[config.mk]
export PLATFORM = sky130hd
export DESIGN_NAME = fust_issue_table_flat
export DESIGN_NICKNAME = d
export VERILOG_FILES = /design/src/rtl/fust_issue_table_pkg.sv /design/src/rtl/fust_issue_table_if.sv /design/src/rtl/fust_issue_table_wakeup.sv /design/src/rtl/fust_issue_table.sv /design/src/flat_wrapper.sv
export SDC_FILE = /design/constraint.sdc
export NUM_CORES = 1
export LEC_CHECK = 0
export CAP_MARGIN = 20
export CORE_ASPECT_RATIO = 2
export CORE_MARGIN = 4
export CORE_UTILIZATION = 52
export DETAILED_ROUTE_END_ITERATION = 6
export GPL_ROUTABILITY_DRIVEN = 0
export PLACE_DENSITY = 0.84
export RECOVER_POWER = 25
export REMOVE_ABC_BUFFERS = 1
export SETUP_SLACK_MARGIN = 0.4
export SKIP_LAST_GASP = 1
export SYNTH_ARGS = -nofsm -noshare
export SYNTH_HDL_FRONTEND = slang
export SYNTH_SLANG_ARGS = --single-unit
[constraint.sdc]
create_clock -name CLK -period 3.35 [get_ports CLK]
set_clock_uncertainty 0.15 [all_clocks]
set_input_delay 0.8375 -clock CLK [delete_from_list [all_inputs] [get_ports CLK]]
set_output_delay 0.8375 -clock CLK [all_outputs]
set_load 0.02 [all_outputs]
[src/rtl/fust_issue_table_pkg.sv]
// ---------------------------------------------------------------------------
// fust_issue_table_pkg
//   Shared types and constants for the functional-unit status table (FUST).
//   - Table geometry (NUM_FU rows, NUM_SRC sources, field widths)
//   - fust_state_e : per-row lifecycle state
//   - fust_row_t   : one row's captured dispatch fields and producer tags
//   - FU index constants (tag value = producing FU index)
//   - tag_hit()    : does a writeback vector broadcast a given producer tag
// ---------------------------------------------------------------------------
package fust_issue_table_pkg;

    localparam int NUM_FU  = 5;
    localparam int NUM_SRC = 3;
    localparam int REG_W   = 5;
    localparam int OP_W    = 8;
    localparam int FU_W    = $clog2(NUM_FU);

    typedef enum logic [1:0] {
        FUST_IDLE   = 2'd0,
        FUST_WAIT   = 2'd1,
        FUST_READY  = 2'd2,
        FUST_ISSUED = 2'd3
    } fust_state_e;

    typedef struct packed {
        logic [OP_W-1:0]               op;
        logic [REG_W-1:0]              rd;
        logic [NUM_SRC-1:0][REG_W-1:0] rs;
        logic [NUM_SRC-1:0]            tvld;
        logic [NUM_SRC-1:0][FU_W-1:0]  tag;
        logic                          spec;
    } fust_row_t;

    localparam logic [FU_W-1:0] FU_ALU  = FU_W'(0);
    localparam logic [FU_W-1:0] FU_LS   = FU_W'(1);
    localparam logic [FU_W-1:0] FU_MAT  = FU_W'(2);
    localparam logic [FU_W-1:0] FU_GEMM = FU_W'(3);
    localparam logic [FU_W-1:0] FU_VEC  = FU_W'(4);

    // One-hot decode of the tag against the writeback strobes, so tags that
    // name no real FU simply never match.
    function automatic logic tag_hit(input logic [FU_W-1:0] tag,
                                     input logic [NUM_FU-1:0] wb);
        logic hit;
        hit = 1'b0;
        for (int k = 0; k < NUM_FU; k++) begin
            if (tag == FU_W'(k)) hit = hit | wb[k];
        end
        return hit;
    endfunction

endpackage

[src/rtl/fust_issue_table_if.sv]
// ---------------------------------------------------------------------------
// fust_issue_table_if
//   Dispatch / writeback / branch / issue bundle of the FUST.
//   master : dispatch stage + FU side (drives requests, wakeups, fu_ready)
//   slave  : the table itself (drives disp_ready, issue strobes, row state)
// ---------------------------------------------------------------------------
interface fust_issue_table_if;
    import fust_issue_table_pkg::*;

    logic                                disp_valid;
    logic                                disp_ready;
    logic [FU_W-1:0]                     disp_fu;
    logic [OP_W-1:0]                     disp_op;
    logic [REG_W-1:0]                    disp_rd;
    logic [NUM_SRC*REG_W-1:0]            disp_rs;
    logic [NUM_SRC-1:0]                  disp_tvld;
    logic [NUM_SRC*FU_W-1:0]             disp_tag;
    logic                                disp_spec;
    logic [NUM_FU-1:0]                   wb_valid;
    logic [NUM_FU-1:0]                   fu_ready;
    logic                                branch_resolved;
    logic                                branch_miss;
    logic [NUM_FU-1:0]                   iss_valid;
    logic [NUM_FU-1:0][OP_W-1:0]         iss_op;
    logic [NUM_FU-1:0][REG_W-1:0]        iss_rd;
    logic [NUM_FU-1:0][NUM_SRC*REG_W-1:0] iss_rs;
    logic [NUM_FU*2-1:0]                 fust_state;

    modport master (
        output disp_valid, disp_fu, disp_op, disp_rd, disp_rs, disp_tvld, disp_tag,
               disp_spec, wb_valid, fu_ready, branch_resolved, branch_miss,
        input  disp_ready, iss_valid, iss_op, iss_rd, iss_rs, fust_state
    );

    modport slave (
        input  disp_valid, disp_fu, disp_op, disp_rd, disp_rs, disp_tvld, disp_tag,
               disp_spec, wb_valid, fu_ready, branch_resolved, branch_miss,
        output disp_ready, iss_valid, iss_op, iss_rd, iss_rs, fust_state
    );

endinterface

[src/rtl/fust_issue_table_wakeup.sv]
// ---------------------------------------------------------------------------
// fust_issue_table_wakeup (fust_wakeup role)
//   One row's producer-tag comparators against the writeback broadcast.
//   tvld_i/tag_i : row's registered tag state
//   wb_valid_i   : FU completion strobes
//   tvld_o       : tag-valid vector after this cycle's wakeups
//   all_clear_o  : no source still waits after this cycle's wakeups
// ---------------------------------------------------------------------------
module fust_issue_table_wakeup
    import fust_issue_table_pkg::*;
(
    input  logic [NUM_SRC-1:0]           tvld_i,
    input  logic [NUM_SRC-1:0][FU_W-1:0] tag_i,
    input  logic [NUM_FU-1:0]            wb_valid_i,
    output logic [NUM_SRC-1:0]           tvld_o,
    output logic                         all_clear_o
);

    always_comb begin
        tvld_o = '0;
        for (int s = 0; s < NUM_SRC; s++) begin
            tvld_o[s] = tvld_i[s] & ~tag_hit(tag_i[s], wb_valid_i);
        end
    end

    assign all_clear_o = ~|tvld_o;

endmodule

[src/rtl/fust_issue_table.sv]
// ---------------------------------------------------------------------------
// fust_issue_table
//   Functional-unit status table: one row per FU between dispatch and issue,
//   with tag wakeup from FU writebacks and single-branch speculation.
//   CLK  : clock, rising edge
//   nRST : asynchronous reset, active low
//   bus  : fust_issue_table_if.slave (dispatch, writeback, branch, issue, state)
//   Build option FUST_WAKEUP_BYPASS_EN: a WAIT row whose last tag clears this
//   cycle may issue in the same cycle instead of waiting for registered READY.
// ---------------------------------------------------------------------------
module fust_issue_table
    import fust_issue_table_pkg::*;
(
    input  logic              CLK,
    input  logic              nRST,
    fust_issue_table_if.slave bus
);

    fust_row_t          row_q [NUM_FU];
    fust_row_t          row_d [NUM_FU];
    fust_state_e        st_q  [NUM_FU];
    fust_state_e        st_d  [NUM_FU];
    logic [NUM_SRC-1:0] tvld_nx [NUM_FU];
    logic [NUM_FU-1:0]  all_clr;
    logic [NUM_FU-1:0]  iss_vld;
    logic [NUM_FU-1:0]  squash;
    logic               br_miss;
    logic               disp_rdy;
    logic               disp_acc;
    fust_row_t          disp_row;

    logic [NUM_FU-1:0][OP_W-1:0]          iss_op_w;
    logic [NUM_FU-1:0][REG_W-1:0]         iss_rd_w;
    logic [NUM_FU-1:0][NUM_SRC*REG_W-1:0] iss_rs_w;
    logic [NUM_FU*2-1:0]                  state_w;

    assign br_miss = bus.branch_resolved & bus.branch_miss;

    for (genvar g = 0; g < NUM_FU; g++) begin : g_wake
        fust_issue_table_wakeup u_wake (
            .tvld_i      (row_q[g].tvld),
            .tag_i       (row_q[g].tag),
            .wb_valid_i  (bus.wb_valid),
            .tvld_o      (tvld_nx[g]),
            .all_clear_o (all_clr[g])
        );
    end

    // Only registered state gates acceptance; an out-of-range index matches no row.
    always_comb begin
        disp_rdy = 1'b0;
        for (int k = 0; k < NUM_FU; k++) begin
            if (bus.disp_fu == FU_W'(k) && st_q[k] == FUST_IDLE) disp_rdy = 1'b1;
        end
    end

    // A speculative dispatch arriving with the miss would be squashed anyway.
    assign disp_acc = bus.disp_valid & disp_rdy & ~(bus.disp_spec & br_miss);

    // Incoming row, with tags already woken by this cycle's writebacks.
    always_comb begin
        disp_row      = '0;
        disp_row.op   = bus.disp_op;
        disp_row.rd   = bus.disp_rd;
        for (int s = 0; s < NUM_SRC; s++) begin
            disp_row.rs[s]   = bus.disp_rs[s*REG_W +: REG_W];
            disp_row.tag[s]  = bus.disp_tag[s*FU_W +: FU_W];
            disp_row.tvld[s] = bus.disp_tvld[s] & ~tag_hit(disp_row.tag[s], bus.wb_valid);
        end
        disp_row.spec = bus.disp_spec & ~bus.branch_resolved;
    end

    always_comb begin
        iss_vld = '0;
        squash  = '0;
        for (int k = 0; k < NUM_FU; k++) begin
            // ISSUED rows are left to drain; only not-yet-issued spec rows die.
            squash[k] = br_miss & row_q[k].spec &
                        (st_q[k] == FUST_WAIT || st_q[k] == FUST_READY);
`ifdef FUST_WAKEUP_BYPASS_EN
            iss_vld[k] = ((st_q[k] == FUST_READY) || (st_q[k] == FUST_WAIT && all_clr[k]))
                         & bus.fu_ready[k] & ~squash[k];
`else
            iss_vld[k] = (st_q[k] == FUST_READY) & bus.fu_ready[k] & ~squash[k];
`endif
        end
    end

    always_comb begin
        for (int k = 0; k < NUM_FU; k++) begin
            row_d[k]      = row_q[k];
            row_d[k].tvld = tvld_nx[k];
            if (bus.branch_resolved) row_d[k].spec = 1'b0;
            st_d[k] = st_q[k];
            case (st_q[k])
                FUST_WAIT:   if (all_clr[k]) st_d[k] = FUST_READY;
                FUST_ISSUED: if (bus.wb_valid[k]) st_d[k] = FUST_IDLE;
                default: ;
            endcase
            if (iss_vld[k]) st_d[k] = FUST_ISSUED;
            if (squash[k])  st_d[k] = FUST_IDLE;
            if (disp_acc && bus.disp_fu == FU_W'(k)) begin
                row_d[k] = disp_row;
                st_d[k]  = (|disp_row.tvld) ? FUST_WAIT : FUST_READY;
            end
        end
    end

    always_ff @(posedge CLK or negedge nRST) begin
        if (!nRST) begin
            for (int k = 0; k < NUM_FU; k++) begin
                row_q[k] <= '0;
                st_q[k]  <= FUST_IDLE;
            end
        end else begin
            for (int k = 0; k < NUM_FU; k++) begin
                row_q[k] <= row_d[k];
                st_q[k]  <= st_d[k];
            end
        end
    end

    always_comb begin
        iss_op_w = '0;
        iss_rd_w = '0;
        iss_rs_w = '0;
        state_w  = '0;
        for (int k = 0; k < NUM_FU; k++) begin
            if (iss_vld[k]) begin
                iss_op_w[k] = row_q[k].op;
                iss_rd_w[k] = row_q[k].rd;
                iss_rs_w[k] = row_q[k].rs;
            end
            state_w[2*k +: 2] = st_q[k];
        end
    end

    assign bus.disp_ready = disp_rdy;
    assign bus.iss_valid  = iss_vld;
    assign bus.iss_op     = iss_op_w;
    assign bus.iss_rd     = iss_rd_w;
    assign bus.iss_rs     = iss_rs_w;
    assign bus.fust_state = state_w;

endmodule

[src/flat_wrapper.sv]
// flat-port wrapper written by rule: the top's interface ports become plain ports
module fust_issue_table_flat import fust_issue_table_pkg::*;
  (CLK, nRST, bus_disp_valid, bus_disp_fu, bus_disp_op, bus_disp_rd, bus_disp_rs, bus_disp_tvld, bus_disp_tag, bus_disp_spec, bus_wb_valid, bus_fu_ready, bus_branch_resolved, bus_branch_miss, bus_disp_ready, bus_iss_valid, bus_iss_op, bus_iss_rd, bus_iss_rs, bus_fust_state);
  fust_issue_table_if bus_i ();
  input  logic CLK;
  input  logic nRST;
  input wire logic [$bits(bus_i.disp_valid)-1:0] bus_disp_valid;
  input wire logic [$bits(bus_i.disp_fu)-1:0] bus_disp_fu;
  input wire logic [$bits(bus_i.disp_op)-1:0] bus_disp_op;
  input wire logic [$bits(bus_i.disp_rd)-1:0] bus_disp_rd;
  input wire logic [$bits(bus_i.disp_rs)-1:0] bus_disp_rs;
  input wire logic [$bits(bus_i.disp_tvld)-1:0] bus_disp_tvld;
  input wire logic [$bits(bus_i.disp_tag)-1:0] bus_disp_tag;
  input wire logic [$bits(bus_i.disp_spec)-1:0] bus_disp_spec;
  input wire logic [$bits(bus_i.wb_valid)-1:0] bus_wb_valid;
  input wire logic [$bits(bus_i.fu_ready)-1:0] bus_fu_ready;
  input wire logic [$bits(bus_i.branch_resolved)-1:0] bus_branch_resolved;
  input wire logic [$bits(bus_i.branch_miss)-1:0] bus_branch_miss;
  output wire logic [$bits(bus_i.disp_ready)-1:0] bus_disp_ready;
  output wire logic [$bits(bus_i.iss_valid)-1:0] bus_iss_valid;
  output wire logic [$bits(bus_i.iss_op)-1:0] bus_iss_op;
  output wire logic [$bits(bus_i.iss_rd)-1:0] bus_iss_rd;
  output wire logic [$bits(bus_i.iss_rs)-1:0] bus_iss_rs;
  output wire logic [$bits(bus_i.fust_state)-1:0] bus_fust_state;
  assign bus_i.disp_valid = bus_disp_valid;
  assign bus_i.disp_fu = bus_disp_fu;
  assign bus_i.disp_op = bus_disp_op;
  assign bus_i.disp_rd = bus_disp_rd;
  assign bus_i.disp_rs = bus_disp_rs;
  assign bus_i.disp_tvld = bus_disp_tvld;
  assign bus_i.disp_tag = bus_disp_tag;
  assign bus_i.disp_spec = bus_disp_spec;
  assign bus_i.wb_valid = bus_wb_valid;
  assign bus_i.fu_ready = bus_fu_ready;
  assign bus_i.branch_resolved = bus_branch_resolved;
  assign bus_i.branch_miss = bus_branch_miss;
  assign bus_disp_ready = bus_i.disp_ready;
  assign bus_iss_valid = bus_i.iss_valid;
  assign bus_iss_op = bus_i.iss_op;
  assign bus_iss_rd = bus_i.iss_rd;
  assign bus_iss_rs = bus_i.iss_rs;
  assign bus_fust_state = bus_i.fust_state;
  fust_issue_table u_core (.CLK(CLK), .nRST(nRST), .bus(bus_i));
endmodule
Word level (Yosys, flattened, before mapping) --
Cells that the tools add are included. Widths: inputs -> output; s select.
Storage, ports and cells: register bits after elaboration 215, output and inout port bits 156
Operators by class: multiplexer cells 147, reduce and logical (&&, ||, !) cells 60, bitwise logic cells 140, equality and inequality tests 101
Operator list (count):
- $eq 3x2->1 const B | 38
- $mux 1 | 96
- $mux 15 | 5
- $or 1x1->1 | 72
- $mux 13 | 5
- $eq 3x1->1 const B | 19
- $eq 3x3->1 const B | 19
- $logic_not 3->1 | 19
- $mux 2 | 26
- $and 1x1->1 | 43
- $mux 8 | 5
- $mux 5 | 5
- $ne 5x3->1 const B | 5
- $ne 5x4->1 const B | 5
- $not 1->1 | 25
- $reduce_bool 5->1 | 5
- $eq 2x2->1 const B | 10
- $pmux 2 s2 | 5
- $reduce_or 3->1 | 6
- $reduce_and 3->1 | 5
- $eq 2x1->1 const B | 5
- $logic_and 1x1->1 | 10
- $logic_not 2->1 | 5
- $reduce_bool 2->1 | 5
- $logic_or 1x1->1 | 5

Logic depth before layout (Yosys ltp) --
Gate-level depths: netlist (run 1).
depth after elaboration 18, depth in mapped cells 9

By module --
From an unflattened synthesis (run 1), not the netlist that was laid out.
Second synthesis, totals: cells, all modules 1067, area, all modules 10752.8 um^2
Modules (own cells, without submodules):
- fust_issue_table | area an instance 9927.0 um^2, cells an instance 987, times used 1, seq. area each 5380.2 um^2
- fust_issue_table_wakeup | area an instance 165.2 um^2, cells an instance 16, times used 5, seq. area each 0.0 um^2

Worst setup path after synthesis (run 1) --
No wires, ideal clock.
path type input to output, start input bus_branch_resolved, end output bus_iss_op[15], buffers on the path 3, slack 0.348 ns, cell stages on the path 6, arrival 2.015 ns, cell sequence buf_1 -> nand4_1 -> and3_1 -> clkbuf_1 -> clkbuf_1 -> and2_1
On the way: longest elaborated chain between the ends 6
RTL lines:
- start, declared | RTL line flat_wrapper.sv:17 | input wire logic [$bits(bus_i.branch_resolved)-1:0] bus_branch_resolved;
- $and 1x1->1 | RTL line fust_issue_table.sv:37 | assign br_miss = bus.branch_resolved & bus.branch_miss;
- $and 1x1->1 (2 in series) | RTL line fust_issue_table.sv:78 | squash[k] = br_miss & row_q[k].spec &
- $not 1->1 | RTL line fust_issue_table.sv:84 | iss_vld[k] = (st_q[k] == FUST_READY) & bus.fu_ready[k] & ~squash[k];
- $and 1x1->1 | RTL line fust_issue_table.sv:84
- $mux 8 | RTL line fust_issue_table.sv:129 | if (iss_vld[k]) begin
- end, declared | RTL line flat_wrapper.sv:21 | output wire logic [$bits(bus_i.iss_op)-1:0] bus_iss_op;
No other way between the ends.

Worst setup path in the final report (run 1) --
start input bus_wb_valid[0], end register u_core.st_q, in the netlist u_core.bus.fust_state[5]
On the way: longest elaborated chain between the ends 14
RTL lines:
- start, declared | RTL line flat_wrapper.sv:15 | input wire logic [$bits(bus_i.wb_valid)-1:0] bus_wb_valid;
- $mux 1 | RTL line fust_issue_table_pkg.sv:47 | if (tag == FU_W'(k)) hit = hit | wb[k];
- $or 1x1->1 | RTL line fust_issue_table_pkg.sv:47
- $mux 1 | RTL line fust_issue_table_pkg.sv:47
- $or 1x1->1 | RTL line fust_issue_table_pkg.sv:47
- $mux 1 | RTL line fust_issue_table_pkg.sv:47
- $or 1x1->1 | RTL line fust_issue_table_pkg.sv:47
- $mux 1 | RTL line fust_issue_table_pkg.sv:47
- $or 1x1->1 | RTL line fust_issue_table_pkg.sv:47
- $mux 1 | RTL line fust_issue_table_pkg.sv:47
- $not 1->1, on equally long branches | RTL line fust_issue_table_wakeup.sv:22, fust_issue_table.sv:68
- $and 1x1->1, on equally long branches | RTL line fust_issue_table_wakeup.sv:22, fust_issue_table.sv:68
- $reduce_or 3->1, on equally long branches | RTL line fust_issue_table_wakeup.sv:26, fust_issue_table.sv:104
- $ne 5x4->1 (no source line) or $mux 2 (tied branches)
- $reduce_and 3->1 (no source line) or $mux 2 (tied branches)
- end signal, assigned by index | RTL line fust_issue_table.sv:118 | st_q[k] <= st_d[k];
- end, declared | RTL line fust_issue_table.sv:21 | fust_state_e st_q [NUM_FU];
Several ways; a longest one is shown, not always the timed one. A chain may end at the register's enable or synchronous reset.

==> results of run 1 <==
==> cell families after synthesis <==
family | count (synthesis) | share of synthesized area
adder cells (fa/ha/maj) | 23 | 0.0271
multiplexers | 129 | 0.161
AND/OR/NAND/NOR | 464 | 0.217
buffers and inverters | 105 | 0.0413
AO/OA/AOI/OAI | 74 | 0.0469
flip-flops | 215 | 0.507
==> metrics by stage <==
stage | cells | worst slack [ns] | hold slack [ns] | total power, mW | setup TNS (ns)
after floorplan | 953 | -2.15 | 0.287 | 6.21 | -127.94
after global placement | 1503 | -0.490 | 0.299 | 7.91 | -62.76
after detailed placement | 1503 | -0.530 | 0.304 | 8.10 | -66.83
after CTS | 1592 | 0.149 | 0.261 | 11.0 | 0
after global routing | 1620 | -0.00297 | 0.337 | 12.5 | -0.00297
final | 1620 | 0.0356 | 0.315 | 12.1 | 0
==> report_power, final <==
part	switching [mW]	internal [mW]
Sequential	0.693	3.59
Clock	0.996	1.41
Combinational	2.59	2.78
==> cells in the mapped netlist (3+ instances only) <==
| cell | instances |
|---|---|
| inv_1 | 48 |
| nor2_1 | 12 |
| mux4_1 | 16 |
| nor4bb_1 | 15 |
| and2_1 | 140 |
| dfrtp_1 | 215 |
| a21oi_1 | 5 |
| clkbuf_1 | 40 |
| and3_1 | 3 |
| a211o_1 | 7 |
| buf_6 | 3 |
| mux2i_1 | 10 |
| nand2b_1 | 8 |
| or4_1 | 4 |
| a31oi_1 | 5 |
| mux2_2 | 101 |
| nand2_1 | 258 |
| a21o_1 | 3 |
| nand4_1 | 6 |
| o21ai_0 | 28 |
| a211oi_1 | 9 |
| o22ai_1 | 3 |
| or2_2 | 3 |
| ha_1 | 23 |
| a41o_1 | 6 |
| buf_2 | 11 |
| nand3_1 | 4 |
==> flip-flops by register name, summed over array words and instances (netlist names) <==
| register | count |
|---|---|
| u_core.bus.fust_state | 10 |
| u_core.row_q | 205 |
==> cell type report <==
cell class,count,share of cell area
clock buffers,30,0.0387
clock inverters,5,0.00476
inverters,48,0.0121
multi-input cells,690,0.327
flip-flops and latches,215,0.341
well taps,262,0.0208
repair buffers,370,0.255
==> metal layers <==
layer / GRT usage / up-vias
met2: 0.567 / 616
li1: - / 4026
met1: 0.347 / 4749
met3: 0.0490 / 256
met5: 0 / -
met4: 0.233 / 0
==> worst min-delay path: stages (launching register included) <==
cell     delay, ns
dfrtp_1       0.33
nand2_1       0.05
nand2_1       0.05
==> worst max path at each step <==
stage                              from                       end  slack [ns]  cells after the start
2_1_floorplan             bus_disp_spec  u_core.bus.fust_state[1]       -2.15                      5
3_3_place_gp            bus_branch_miss            bus_iss_op[28]       -0.49                      7
5_1_grt        u_core.bus.fust_state[2]            bus_iss_rs[27]      -0.003                      8
3_5_place_dp            bus_branch_miss             bus_iss_rs[5]       -0.53                      6
6_report                bus_wb_valid[0]  u_core.bus.fust_state[5]        0.04                      8
4_1_cts        u_core.bus.fust_state[2]             bus_iss_rd[9]        0.15                      7
==> timing repair <==
action                                  in CTS  in global routing
pin swaps                                   14                 86
endpoints found under the setup margin     146                152
setup buffers                               46                 23
gates resized for setup                    568                428
gates cloned                                 8                  5
hold endpoints to repair                     0                  0
==> results.toml, run 1 <==
[logic_synthesis]
synth_area_leaders = "dfrtp_1 (51%), mux2_2 (11%), nand2_1 (9.1%), and2_1 (8.3%), mux4_1 (4.0%)"
synth_cells = 1010
seq_area_frac_synth = 0.507
yosysWarnings = 0
synth_area_per_cell_um2 = 10.5
synth_async_sr_flop_share = 1.00
syn_area_um2 = 10600
yosys.area.top_type = "dfrtp_1"
synth_seq_cells = 215
yosysTopAreaCellShare = 0.507
synth_edf_count = 0
synthFlopType = "dfrtp_1"
yosysUniqueCellTypes = 44

[floorplan]
num_rows = 73
core_um2 = 20000
die_w_um = 109
fp.dieH_um = 210
dieArea_um2 = 22900
num_io_pins = 215
initial_utilization = 0.530

[critical_path]
rr_endpoint = "u_core.bus.fust_state[9]"
start_kind = "input pin"
endpoint_kind = "register"
path_buf_inv = 3
crit_type = "in -> reg"
timing.rr.start = "u_core.bus.fust_state[8]"
critPathTopFamily = "compound AO/OA/AOI/OAI gates"
arrival_ns = 3.54
rr_worst_depth = 21
r2r_setup_slack_ns = 0.07
cp_max_fo = 15
required_ns = 3.58
crit_chain = "clkdlybuf4s50_1 > buf_12 > buf_4 > mux4_1 > a211oi_1 > or4_1 > a31o_2 > a31oi_1"
critPathSlowestCell = "a211oi_1"
max_stage_delay_ns = 0.86

[drt]
wire_per_inst_um = 25.4
maxUsedRoutingLayer = "met4"
met1_length_um = 12400
wl_met3_um = 3310
vias = 9647
drt_iter0_drc = 576
vias_per_cell = 5.95
dr.pass1.iters = 6
met2_length_um = 20900
post-route-drc-count = 0
antenna_left = 0
wirelength_um = 41100

[global_route]
overflow = 0
grt_pass1_vias = 9939
grt_max_degree = 79
grt_pass1_wl_um = 56200
grt_usage = 0.325
antenna_found_initial = 0

[final_layout]
multiInputGateArea_um2 = 5160
finish.instance_area_um2 = 15800
area_delta_synth_final_pct = 48.6
diodes = 0
final_common_cell = "nand2_1"
layout.nets = 1427
fillers = 1114
layout-drive-gt1-share = 0.415
seq_area_um2 = 5380
utilization = 0.788
final_cell_mix = "nand2_1 (257), dfrtp_1 (215), buf_6 (127)"

[clocking]
clk-insertion-delay-late_ns = 0.50
cts_tree = "done"
clkTransAtPathRegs_ns = 0.07
cts_hold_buffers = 0
cts-root-buf = "clkbuf_16"
clockBufferDepth = 3
cts_max_level = 1
cts_made_buffers = 20
cts_sinks = 215

[place]
dp_hpwl_um = 22700
place.port_buffers = 214
dpl-instance-area_um2 = 13600

[power_and_ir_drop]
power_per_cell_area_nw_per_um2 = 765
leakage_nw = 7.85
ir_drop_v = 0.000563

[status]
status = "finished with violations"
violations = "capacitance limit, slew limit"

[timing]
worstMarginPinSlew_ns = 2.16
grt_setup_unrepaired = "yes"
fin_crit_sh = 0.989
period_minus_slack_ns = 3.31
setup-violations-final = 0
hold_violations = 0
slew_headroom = -0.440
maxSlewViolCount = 78
fmax_mhz = 302

[worst_hold_path]
holdPathStages = 2
hold-path-endpoint = "u_core.row_q[65]"
hold_class = "reg -> reg"
holdCritStartpoint = "u_core.row_q[65]"

[run]
cap_violations = 1
(Power assumes the default switching activity.)
==> run 2: changes to the inputs <==
--- a/config.mk
+++ b/config.mk
@@ -16,3 +16,3 @@
 export REMOVE_ABC_BUFFERS = 1
-export SETUP_SLACK_MARGIN = 0.4
+export SETUP_SLACK_MARGIN = 0.2
 export SKIP_LAST_GASP = 1
--- a/constraint.sdc
+++ b/constraint.sdc
@@ -4,2 +4,2 @@
 set_output_delay 0.8375 -clock CLK [all_outputs]
-set_load 0.02 [all_outputs]
+set_load 0.1 [all_outputs]
==> run 2 against run 1 <==
  * The run ends with DRC, capacitance limit, slew limit, setup timing left
  * Routed wire length rose by 16%
  * Clock-buffer cell count rose by 1
  * Hold slack improved by 0.013 ns
  * First-iteration DRC count rose by 94%
  * Cell area rose by 10%
  * Setup slack got worse by 0.46 ns
  * Combinational power rose by 65%
  * Register-to-register slack got worse by 0.25 ns
  * Final cell count rose by 0.68%
  * Largest power group unchanged
  * Highest routed layer is now met5
==> results.toml, run 2 (same netlist as run 1, synthesis figures left out) <==
[status]
status = "finished with violations"
violations = "DRC, capacitance limit, slew limit, setup timing"

[timing]
fin_ws_ns = -0.428
maxSlewViolCount = 69
grt_setup_unrepaired = "yes"
period_minus_slack_ns = 3.78
worstMarginPinSlew_ns = 1.71
hold_violations = 0
fin_crit_sh = 1.13
setup-violations-final = 63
fmax_mhz = 265
slew_headroom = -0.143

[power_and_ir_drop]
ir_drop_v = 0.000699
leakage_nw = 8.29
power_per_cell_area_nw_per_um2 = 903

[final_layout]
layout-drive-gt1-share = 0.466
largest_reg_flops = 205
final_cell_mix = "nand2_1 (257), dfrtp_1 (208), buf_12 (165)"
area_delta_synth_final_pct = 63.7
final_common_cell = "nand2_1"
finalNonFillerCells = 1631
regMostFlops = "u_core.row_q"
layout.nets = 1437

[floorplan]
core_um2 = 20000
die_w_um = 109
dieArea_um2 = 22900
num_rows = 73
fp.dieH_um = 210
initial_utilization = 0.530
num_io_pins = 215

[drt]
post-route-drc-count = 8
vias_per_cell = 6.21
antenna_left = 0
drt_iter0_drc = 1116
wirelength_um = 47500
wire_per_inst_um = 29.1
dr.pass1.iters = 7
vias = 10126

[place]
place_inst = 1496
dpl_worst_slack_ns = -0.178
place.port_buffers = 214
dp_hpwl_um = 24300

[clocking]
cts_tree = "done"
clkTransAtPathRegs_ns = 0.06
cts_max_level = 1
clk-insertion-delay-late_ns = 0.51
cts_sinks = 215
cts_made_buffers = 20
clockBufferDepth = 3
cts-root-buf = "clkbuf_16"

[critical_path]
critPathSlowestCell = "nor4bb_1"
required_ns = 3.57
crit_type = "in -> reg"
start_kind = "input pin"
crit_chain = "clkdlybuf4s50_1 > buf_12 > nor4bb_1 > a211oi_1 > or4_1 > o2111ai_1 > mux2_2"
max_stage_delay_ns = 1.05
arrival_ns = 4.00
r2r_setup_slack_ns = -0.18
cp_max_fo = 17
endpoint_kind = "register"

[global_route]
grt_pass1_vias = 10676
grt_max_degree = 69
grt_usage = 0.384
antenna_found_initial = 2
overflow = 0
grt_pass1_wl_um = 64700

[run]
cap_violations = 1

[worst_hold_path]
hold_class = "reg -> reg"
-- run 2: cell types whose count changed in the layout (fill, tap and decap cells not counted), moves of 5 or more --
cell | previous run | this run
dfrtp_1 | 215 | 208
clkdlybuf4s15_2 | 13 | 1
dfrtp_2 | 0 | 7
buf_12 | 25 | 165
and2_4 | 91 | 133
buf_8 | 6 | 1
buf_4 | 100 | 92
buf_2 | 11 | 1
and2_1 | 49 | 7
clkdlybuf4s50_1 | 60 | 50
clkbuf_2 | 7 | 2
buf_6 | 127 | 48
-- run 2: routing by layer --
layer | vias up | track usage | part of all wire
met5 | - | 0 | 0.00023
met4 | 2 | 0.327 | 0.12
met3 | 362 | 0.118 | 0.098
met2 | 770 | 0.641 | 0.49
met1 | 4953 | 0.376 | 0.29
li1 | 4039 | - | -
-- run 2: per-stage QoR --
stage                     hold WS (ns)  utilization  total power, mW  cell area [um^2]  setup TNS, ns
after CTS                        0.209        0.845             14.5             16900              0
after global routing             0.351        0.868             16.0             17400         -10.62
final                            0.328        0.868             15.7             17400          -9.80
after floorplan                  0.287            -             8.32             10300        -329.42
after detailed placement         0.304        0.749             10.9             15000         -14.40
after global placement           0.299        0.749             10.7             15000          -9.88
-- run 2: cell type report --
type,count,area [um^2]
timing repair buffer,380,5490
sequential,215,5390
multi-input combinational,690,5300
fill,789,2640
clock buffer,31,593
tap,262,328
inverter,48,193
clock inverter,4,73.8
antenna,1,2.50
-- run 2: critical path: cells and delay by family --
kind	cells	cell delay, ns
and+or+nand+nor	2	1.64
AOI/OAI and AO/OA	2	0.44
buffers and inverters	2	0.69
muxes	1	0.38
-- run 2: power breakdown --
part | internal, mW | switching, mW | total, mW
sequential | 3.60 | 0.781 | 4.38
combinational | 3.63 | 5.25 | 8.88
clock | 1.38 | 1.04 | 2.42
total | 8.60 | 7.07 | 15.7
-- run 2: timing repair --
| action | CTS | global route |
|---|---|---|
| resized for setup | 177 | 79 |
| hold buffers | 0 | 0 |
| endpoints found under the setup margin | 146 | 148 |
| buffers inserted | 67 | 17 |
| gates cloned | 11 | 3 |
| pin swaps | 33 | 76 |
-- run 2: path summary, 6_finish.rpt --
kind / from / endpoint / depth (start not counted)
setup / recovery: bus_wb_valid[4] / u_core.bus.fust_state[3] / 7
hold / removal: u_core.row_q[79] / u_core.row_q[79] / 2
setup reg to reg: u_core.bus.fust_state[0] / u_core.bus.fust_state[0] / 22
hold reg to reg: u_core.row_q[79] / u_core.row_q[79] / 2
max in group asynchronous: nRST / u_core.row_q[153] / 2
min in group asynchronous: nRST / u_core.row_q[83] / 1
==> run 3: changes to the inputs <==
CORE_UTILIZATION = 56   (was 52)
PLACE_DENSITY = 0.89   (was 0.84)
clock period = 4.36 ns   (was 3.35 ns; I/O delays follow)
==> run 3 against run 2 <==
  * The run ends with capacitance limit, slew limit left
  * Non-clock buffer count decreased by 140
  * Setup slack improved by 0.69 ns
  * Clock-buffer cell count unchanged
  * Critical endpoint is now bus_iss_op[10]
==> results.toml, run 3 (same netlist as run 1, synthesis figures left out) <==
[critical_path]
arrival_ns = 2.86
cp_max_fo = 30
crit_top_cell = "buf_4"
crit_type = "in -> out"
required_ns = 3.12
crit_chain = "clkdlybuf4s50_1 > buf_4 > nand4_1 > and3_1 > buf_4 > and2_1 > buf_12"
critPathTopFamily = "buffers and inverters"
critPathSlowestCell = "clkdlybuf4s50_1"
endpoint_kind = "output pin"
max_stage_delay_ns = 0.48
path_buf_inv = 4
start_kind = "input pin"

[floorplan]
dieArea_um2 = 21300
num_io_pins = 215
die_w_um = 105
core_um2 = 18700
num_rows = 71
initial_utilization = 0.566
fp.dieH_um = 203

[worst_hold_path]
hold_class = "reg -> reg"

[final_layout]
final_cell_mix = "nand2_1 (258), dfrtp_1 (215), buf_12 (151)"
layout-drive-gt1-share = 0.259
diodes = 0
final_common_cell = "nand2_1"
largest_reg_flops = 205
layout.nets = 1297
area_delta_synth_final_pct = 43.8
regMostFlops = "u_core.row_q"
finish.instance_area_um2 = 15300

[drt]
post-route-drc-count = 0
wirelength_um = 33900
wire_per_inst_um = 22.8
drt_iter0_drc = 471
dr.pass1.iters = 5
vias_per_cell = 5.80
vias = 8602
antenna_left = 0

[timing]
hold_slack_ns = 0.319
tns_ns = 0
fin_crit_sh = 0.940
setup-violations-final = 0
slew_headroom = -1.08
period_minus_slack_ns = 4.10
grt_setup_unrepaired = "yes"
maxSlewViolCount = 69
fmax_mhz = 244
worstMarginPinSlew_ns = 3.11
hold_violations = 0

[global_route]
overflow = 0
antenna_found_initial = 0
grt_max_degree = 84
grt_pass1_vias = 9426
grt_usage = 0.318
grt_pass1_wl_um = 53000

[clocking]
cts_hold_buffers = 0
clkTransAtPathRegs_ns = 0.06
cts_resized = 1
cts-root-buf = "clkbuf_16"
clockBufferDepth = 3
cts_sinks = 215
cts_made_buffers = 20
clk-insertion-delay-late_ns = 0.50
post-cts-setup-buffers = 0
cts_tree = "done"
cts_max_level = 1

[power_and_ir_drop]
power_per_cell_area_nw_per_um2 = 670
power_mw = 10.2
ir_drop_v = 0.000614
leakage_nw = 7.24

[place]
dpl-instance-area_um2 = 14600
place.port_buffers = 214
dp_hpwl_um = 23100

[run]
cap_violations = 1

[status]
status = "finished with violations"
violations = "capacitance limit, slew limit"
==> run 3: power breakdown <==
part           internal [mW]  leakage, nW  switching (mW)
registers               2.76         2.79           0.524
logic                   1.84         4.11            3.25
clock network           1.09        0.341           0.761
==> run 3: final timing paths <==
path                                     startpoint                        to  slack (ns)  depth (start not counted)
hold reg to reg                    u_core.row_q[77]          u_core.row_q[77]        0.32                          2
max in group asynchronous                      nRST         u_core.row_q[162]        0.70                          1
hold / removal                     u_core.row_q[77]          u_core.row_q[77]        0.32                          2
min in group asynchronous                      nRST         u_core.row_q[197]        1.58                          1
setup / recovery                bus_branch_resolved            bus_iss_op[10]        0.26                          7
setup reg to reg           u_core.bus.fust_state[1]  u_core.bus.fust_state[9]        1.78                          7
==> run 3: routing by layer <==
metal / global-route usage / part of all wire / up-vias
met4: 0.182 / 0.071 / 0
met3: 0.0665 / 0.068 / 139
met5: 0 / 0 / -
met1: 0.323 / 0.31 / 4282
met2: 0.591 / 0.55 / 421
li1: - / - / 3760
==> run 3: final cells by class <==
type                            instances  area [um^2]
Sequential cell                       215         5380
Multi-Input combinational cell        690         4820
Timing Repair Buffer                  240         3870
Clock inverter                          5         75.1
Inverter                               48          180
Fill cell                             981         3490
Clock buffer                           31          613
Tap cell                              255          319
==> run 3: through the flow <==
stage,setup slack [ns],utilization,cells
floorplan,-1.39,-,953
finish,0.262,0.814,1484
detailed placement,-0.0955,0.777,1448
CTS,0.240,0.813,1484
global placement,0.0686,0.777,1448
global route,0.128,0.814,1484
==> run 3: worst min-delay path, cell delays in order, from the launching register on <==
cell	delay [ns]
dfrtp_1	0.33
nand2_1	0.05
nand2_1	0.06
